`src/rtl/ft245_pkg.sv`:
```
`default_nettype none
// ============================================================================
// Module      : ft245_pkg
// Description : Shared types and constants for the FT245 FIFO bus controller.
//               FSM state encoding, arbitration grant encoding, counter width
//               and a helper that sizes integer parameters for counter loads.
// Revision    : 1.0 - initial release
// ============================================================================
package ft245_pkg;

   localparam int CNT_W = 4;

   typedef enum logic [2:0] {
      IDLE      = 3'd0,
      RD_STROBE = 3'd1,
      WR_SETUP  = 3'd2,
      WR_STROBE = 3'd3,
      HOLD      = 3'd4
   } state_t;

   typedef enum logic {
      GRANT_READ  = 1'b0,
      GRANT_WRITE = 1'b1
   } grant_t;

   // Truncates an integer parameter to the phase-counter width.
   function automatic logic [CNT_W-1:0] cnt_init(input int unsigned n);
      return n[CNT_W-1:0];
   endfunction

endpackage
`default_nettype wire

```
`src/rtl/ft_sync.sv`:
```
`default_nettype none
// ============================================================================
// Module      : ft_sync
// Description : N-stage single-bit synchronizer for an asynchronous, idle-high
//               status line. All stages reset to 1 so the line reads as
//               "inactive" until fresh samples have propagated through.
// Ports       : clk      - system clock
//               rst      - synchronous active-high reset
//               i_async  - asynchronous input
//               o_sync   - input delayed by STAGES flops
// Revision    : 1.0 - initial release
// ============================================================================
module ft_sync #(
   parameter int STAGES = 2
) (
   input  logic clk,
   input  logic rst,
   input  logic i_async,
   output logic o_sync
);

   logic [STAGES-1:0] r_sync;

   always_ff @(posedge clk) begin
      if (rst) begin
         r_sync <= '1;
      end else begin
         r_sync <= {r_sync[STAGES-2:0], i_async};
      end
   end

   assign o_sync = r_sync[STAGES-1];

endmodule
`default_nettype wire

```
`src/rtl/ft245_bus_ctrl.sv`:
```
`default_nettype none
// ============================================================================
// Module      : ft245_bus_ctrl
// Description : Sequencer for an FT245-style asynchronous FIFO bus. Shares the
//               bidirectional data bus between the RX stream (host->FPGA reads)
//               and the TX stream (FPGA->host writes) with round-robin
//               arbitration, generates RD#/WR strobe timing, and presents
//               byte-wide valid/ready streams to the register-side logic.
// Ports       : clk, rst                 - clock, synchronous active-high reset
//               FT_RXFn, FT_TXEn         - async chip status (low = ready)
//               FT_RDn, FT_WR            - read strobe (low), write strobe (high)
//               FT_DATA_In/Out, _OE      - split bidirectional data bus
//               rx_data/valid/ready      - received byte stream
//               tx_data/valid/ready      - transmit byte stream
//               busy                     - FSM not idle
// Revision    : 1.0 - initial release
// ============================================================================
module ft245_bus_ctrl
   import ft245_pkg::*;
#(
   parameter int SYNC_STAGES = 2,
   parameter int RD_PULSE    = 3,
   parameter int WR_PULSE    = 2,
   parameter int TURNAROUND  = 1
) (
   input  logic       clk,
   input  logic       rst,
   input  logic       FT_RXFn,
   input  logic       FT_TXEn,
   output logic       FT_RDn,
   output logic       FT_WR,
   input  logic [7:0] FT_DATA_In,
   output logic [7:0] FT_DATA_Out,
   output logic       FT_DATA_OE,
   output logic [7:0] rx_data,
   output logic       rx_valid,
   input  logic       rx_ready,
   input  logic [7:0] tx_data,
   input  logic       tx_valid,
   output logic       tx_ready,
   output logic       busy
);

   localparam logic [CNT_W-1:0] C_RD_LOAD   = cnt_init(RD_PULSE);
   localparam logic [CNT_W-1:0] C_WR_LOAD   = cnt_init(WR_PULSE);
   // HOLD covers the synchronizer depth so status sampled during the
   // transfer has flushed out before the next arbitration decision.
   localparam logic [CNT_W-1:0] C_HOLD_LOAD = cnt_init(SYNC_STAGES + TURNAROUND);
   localparam logic [CNT_W-1:0] C_ONE       = cnt_init(1);

   state_t           r_state;
   grant_t           r_last_grant;
   logic [CNT_W-1:0] r_cnt;
   logic             r_rdn;
   logic             r_wr;
   logic             r_oe;
   logic [7:0]       r_dout;
   logic [7:0]       r_rx_data;
   logic             r_rx_valid;

   logic w_rxf_s;
   logic w_txe_s;
   logic w_rd_req;
   logic w_wr_req;
   logic w_idle;
   logic w_grant_rd;
   logic w_grant_wr;

   ft_sync #(.STAGES(SYNC_STAGES)) u_sync_rxf (
      .clk     (clk),
      .rst     (rst),
      .i_async (FT_RXFn),
      .o_sync  (w_rxf_s)
   );

   ft_sync #(.STAGES(SYNC_STAGES)) u_sync_txe (
      .clk     (clk),
      .rst     (rst),
      .i_async (FT_TXEn),
      .o_sync  (w_txe_s)
   );

   // A held, unconsumed RX byte blocks further reads but not writes.
   assign w_rd_req = !w_rxf_s && !r_rx_valid;
   assign w_wr_req = !w_txe_s && tx_valid;
   assign w_idle   = (r_state == IDLE);

   // Round robin: when both requesters are active, the one not served last wins.
   assign w_grant_rd = w_idle && w_rd_req && (!w_wr_req || (r_last_grant == GRANT_WRITE));
   assign w_grant_wr = w_idle && w_wr_req && (!w_rd_req || (r_last_grant == GRANT_READ));

   always_ff @(posedge clk) begin
      if (rst) begin
         r_state      <= IDLE;
         r_last_grant <= GRANT_WRITE;
         r_cnt        <= C_ONE;
         r_rdn        <= 1'b1;
         r_wr         <= 1'b0;
         r_oe         <= 1'b0;
         r_dout       <= 8'h00;
         r_rx_data    <= 8'h00;
         r_rx_valid   <= 1'b0;
      end else begin
         // Consumer handshake; a capture later in this block takes priority.
         if (r_rx_valid && rx_ready) begin
            r_rx_valid <= 1'b0;
         end

         case (r_state)
            IDLE: begin
               if (w_grant_rd) begin
                  r_state      <= RD_STROBE;
                  r_rdn        <= 1'b0;
                  r_cnt        <= C_RD_LOAD;
                  r_last_grant <= GRANT_READ;
               end else if (w_grant_wr) begin
                  r_state      <= WR_SETUP;
                  r_oe         <= 1'b1;
                  r_dout       <= tx_data;
                  r_last_grant <= GRANT_WRITE;
               end
            end

            RD_STROBE: begin
               if (r_cnt == C_ONE) begin
                  // Data has been valid for the whole low pulse; sample it on
                  // the same edge that releases RD#.
                  r_rdn      <= 1'b1;
                  r_rx_data  <= FT_DATA_In;
                  r_rx_valid <= 1'b1;
                  r_state    <= HOLD;
                  r_cnt      <= C_HOLD_LOAD;
               end else begin
                  r_cnt <= r_cnt - C_ONE;
               end
            end

            WR_SETUP: begin
               r_wr    <= 1'b1;
               r_cnt   <= C_WR_LOAD;
               r_state <= WR_STROBE;
            end

            WR_STROBE: begin
               if (r_cnt == C_ONE) begin
                  // Data and OE stay asserted through the first HOLD cycle so
                  // the chip sees stable data across the WR falling edge.
                  r_wr    <= 1'b0;
                  r_state <= HOLD;
                  r_cnt   <= C_HOLD_LOAD;
               end else begin
                  r_cnt <= r_cnt - C_ONE;
               end
            end

            HOLD: begin
               r_oe <= 1'b0;
               if (r_cnt == C_ONE) begin
                  r_state <= IDLE;
               end else begin
                  r_cnt <= r_cnt - C_ONE;
               end
            end

            default: begin
               r_state <= IDLE;
               r_rdn   <= 1'b1;
               r_wr    <= 1'b0;
               r_oe    <= 1'b0;
            end
         endcase
      end
   end

   assign FT_RDn      = r_rdn;
   assign FT_WR       = r_wr;
   assign FT_DATA_OE  = r_oe;
   assign FT_DATA_Out = r_dout;
   assign rx_data     = r_rx_data;
   assign rx_valid    = r_rx_valid;
   // Gated by rst so the handshake cannot fire while the FSM is being reset.
   assign tx_ready    = w_grant_wr && !rst;
   assign busy        = !w_idle;

endmodule
`default_nettype wire
```
`config.mk`:
```
export PLATFORM = sky130hd
export DESIGN_NAME = ft245_bus_ctrl
export DESIGN_NICKNAME = d
export VERILOG_FILES = /design/src/rtl/ft245_pkg.sv /design/src/rtl/ft_sync.sv /design/src/rtl/ft245_bus_ctrl.sv
export SDC_FILE = /design/constraint.sdc
export NUM_CORES = 1
export LEC_CHECK = 0
export ABC_AREA = 1
export CORE_UTILIZATION = 45
export CTS_BUF_LIST = sky130_fd_sc_hd__clkbuf_8
export CTS_CLUSTER_DIAMETER = 40
export DETAILED_ROUTE_END_ITERATION = 7
export DONT_BUFFER_PORTS = 1
export PLACE_DENSITY = 0.63
export SYNTH_ARGS = -nofsm -noshare
export SYNTH_HDL_FRONTEND = slang
export SYNTH_SLANG_ARGS = --single-unit
```
`constraint.sdc`:
```
create_clock -name clk -period 3.85 [get_ports clk]
set_input_delay 0.5775 -clock clk [delete_from_list [all_inputs] [get_ports clk]]
set_output_delay 0.5775 -clock clk [all_outputs]
set_load 0.005 [all_outputs]
```
==> impl_summary.md <==
Run status
The flow ran to the end, and the final reports show no timing, DRC or antenna violations.

Cells and area
0 antenna diodes ended up in the layout. For this run, the share of the core covered by cells in the final layout is 0.529. The number of nets at the end of the flow is between 200 and 250.

In the final layout, the share of cells above drive strength 1 is 0.246. After routing the design area is 1650 um2. From synthesis to final layout, the design area changed by 8.45%.

Worst hold path
The min-delay analysis places its worst path in the category primary input to flip-flop. In this run the most critical hold path is launched from rst.

Setup path
Walking the worst path, the cells encountered are nor2_4 -> nand2_4 -> nor2_8 -> nand2_4 -> nor2_1. The longest individual stage delay on the worst path is just over 0.4 ns. Of all nets on the critical path, the largest fanout is 11.

The worst endpoint data arrival time is 1.51 ns. The library cell appearing most often on the critical path is sky130_fd_sc_hd__nand2_4. The kind of end point of the critical path is an output pin. The worst register-to-register path begins at r_cnt[0]. Counting both buffers and inverters, the worst setup path holds a total of 0. The worst setup path is of the flip-flop to output pin kind. STA classifies the critical path startpoint as a flip-flop. STA puts the critical path data required time at roughly 3.3 ns. Tracing the worst setup path back leads to its startpoint at r_state[1]. The slowest stage cell on the critical path is sky130_fd_sc_hd__dfxtp_1. On the critical path the largest part of the delay comes from simple AND/OR/NAND/NOR gates.

STA
Headroom to the max-slew limit came out at 0.732. After routing, the total negative slack on setup checks comes to 0 ns. Clock skew on the completed layout was measured at 0.00240 ns. The routed design could run at a clock period as short as around 2.1 ns. The count of endpoints failing setup in the final report is 0. The final count of pins violating max slew came to 0. The hold violation count in the final report was 0. Based on the critical path, the design can be clocked at up to around 0.48 GHz. The portion of the clock cycle consumed by the worst path in the final layout is 0.543. For the pin with the worst max-slew slack, the measured transition is 0.402 ns.

Setup repair after global routing left no endpoint under its margin.

CTS
Clock latency on the worst-skew pair, taken at its later pin, is about 0.27 ns. The clock transition at the register clock pins on the worst setup and hold paths after CTS is about 0.060 ns. The number of setup buffers added after CTS is 0. Clock tree synthesis found a total of 32 sinks. The number of H-tree levels is 2.

The longest clock path from root to sink contains 2 buffers. The number of resized instances in the post-cts repair step is 0. The number of buffers created by CTS is 5.

TritonCTS built the clock tree. In this run the clock root is driven by a sky130_fd_sc_hd__clkbuf_8. Buffers inserted to repair hold after CTS numbered 0.

Yosys
The synthesized flop and latch total is 32. Of all cell types, the one taking the most synthesized area is sky130_fd_sc_hd__dfxtp_1. The share of the synthesized area in the top cell type is 0.420. The number of enable flip-flop cells after synthesis is 0. The fraction of the mapped netlist area in simple logic gates is 0.353.

Synthesis handed over a netlist of 188 instances. After synthesis, the largest family of logic cells by area is simple AND/OR/NAND/NOR gates. Sorting the synthesized cells by area gives the leading types as sky130_fd_sc_hd__dfxtp_1, sky130_fd_sc_hd__nand2_1, sky130_fd_sc_hd__nor2_1, sky130_fd_sc_hd__a21oi_2, sky130_fd_sc_hd__nand3_2. Among all flip-flop cells after synthesis, the most frequent one is sky130_fd_sc_hd__dfxtp_1.

In the post-synthesis netlist, the cell with the most instances is sky130_fd_sc_hd__nand2_1. The area fraction in compound gates after synthesis was 0.141. Of the total synthesized cell area, the portion taken by XOR and XNOR cells is 0.00574.

The synthesized netlist occupies a cell area of 1530 um2. The number of warning messages in the yosys log is 0. The share of the Yosys chip area taken by registers is 0.420.

For this run, asynchronously set or reset flops after synthesis account for 0. By count the netlist is led by sky130_fd_sc_hd__nand2_1, sky130_fd_sc_hd__dfxtp_1, sky130_fd_sc_hd__nor2_1, sky130_fd_sc_hd__inv_1. The mean post-synth cell area is approximately 8.1 um2.

The adder-cell share of the synthesized area is 0.0164. Measured against the total synthesized area, the mux share comes to 0. The number of different library cells used by synthesis comes to 28. The synthesized net count is between 200 and 250.

Power and ir drop
Overall power consumption after layout is estimated at 1.16 mW. The areal power density over the cells is 704 nW/um2. In this run the static leakage power is a little under 0.7 nW. The maximum vdd ir drop is 0.327 mV.

Global routing
The first global-routing pass estimated 4830 um of wire. The largest net degree at the start of global routing is 21. The total congestion overflow after global routing is 0. The number of global-route vias before repair is roughly 1,100. The number of antenna violations at the first check in global routing was 0.

The overall track demand over capacity in global routing is 0.183.

Placed design
The quantity of I/O buffers inserted on ports is 0. The final HPWL from detailed placement is 2170 um. The placed instances occupy a cell area of ~1500 um2. The congestion estimate from routability-driven global placement came to 0.854.

Routing
The total number of vias is 1,176. The number of vias per cell after detailed routing is between 5 and 6. After detailed routing, the average wire length per cell comes to roughly 12 um. The DRC marker count from the first detailed-route iteration is 37. The number of optimization iterations in the first detailed-route pass is 4. The final wirelength is between 2000 and 3000 um. For this run, design rule violations remaining after detail routing come to 0. The detail route stage leaves a number of antenna-violating nets equal to 0.

Floorplan
The initial standard-cell utilization of the core is 0.488. In this run the horizontal extent of the chip is between 60 and 70 um. The die extent in y is about 60 um. The die covers about 3600 um2. The core region area is between 3000 and 4000 um2.

During I/O placement, the number of pins put on the boundary was 44. After floorplanning, the core was divided into 20 placement rows.

Run
Max-cap violations in this run came to 0.
[where the power goes]
part,switching [mW],internal [mW]
Clock,0.115,0.189
Combinational,0.259,0.139
Sequential,0.0668,0.395
Total,0.441,0.724
[sequential cells by signal, summed over array words and instances, names as in the netlist, 2 cells and up]
name,flops
FT_DATA_Out,8
r_cnt,4
r_state,3
rx_data,8
u_sync_rxf.r_sync,2
u_sync_txe.r_sync,2
[worst register-to-register path, stage by stage, from the launching register on]
cell and delay (ns):
sky130_fd_sc_hd__dfxtp_1 0.41, sky130_fd_sc_hd__ha_1 0.19, sky130_fd_sc_hd__nand2_2 0.12, sky130_fd_sc_hd__inv_1 0.09
sky130_fd_sc_hd__nand2_2 0.10, sky130_fd_sc_hd__nor2_8 0.17, sky130_fd_sc_hd__inv_2 0.11, sky130_fd_sc_hd__nor2_1 0.12
sky130_fd_sc_hd__nor2_1 0.06
[layout make-up]
type	instances	area, um2
Sequential cell	32	641
Tap cell	44	55.1
Clock buffer	5	68.8
Clock inverter	3	38.8
Inverter	17	63.8
Fill cell	286	1470
Multi-Input combinational cell	134	787
[worst paths after layout]
path	end	slack (ns)	depth (start not counted)
worst max-delay path	tx_ready	1.76	5
worst min-delay path	r_cnt[2]	0.36	1
worst max register to register	rx_data[6]	2.37	8
worst min register to register	u_sync_rxf.r_sync[1]	0.41	1
[metrics by stage]
step | cells | setup WS [ns] | hold WS, ns
3_3_place_gp | 227 | 2.04 | 0.392
2_1_floorplan | 188 | 2.02 | 0.389
6_report | 235 | 1.76 | 0.359
5_1_grt | 235 | 1.61 | 0.339
3_5_place_dp | 227 | 2.03 | 0.399
4_1_cts | 235 | 1.75 | 0.346
[placed cells by master (no fill, tap or decap), drive strengths merged, types with 2 or more instances in the layout]
cell / synthesis / final
nand2: 43 / 43
nor2: 34 / 34
dfxtp: 32 / 32
inv: 17 / 18
a21oi: 17 / 17
o21ai: 13 / 13
nand3: 13 / 13
clkbuf: 1 / 5
or2: 4 / 4
nor3: 3 / 3
ha: 2 / 2
[kinds of logic (layout without fill, tap and decap cells)]
| kind of cell | after synthesis | count (layout) |
|---|---|---|
| AND/OR/NAND/NOR | 99 | 99 |
| buffers and inverters | 22 | 25 |
| XOR/XNOR | 1 | 1 |
| flip-flops | 32 | 32 |
| AO/OA/AOI/OAI | 32 | 32 |
| adder cells (fa/ha/maj) | 2 | 2 |
[layer usage]
metal,global-route usage,up-vias,wire length (um)
met2,0.300,37,1410
met5,0,-,0
met3,0.0628,2,202
li1,-,603,-
met4,0.0698,0,8
met1,0.218,534,1290
Power figures use the tool's default switching activity.
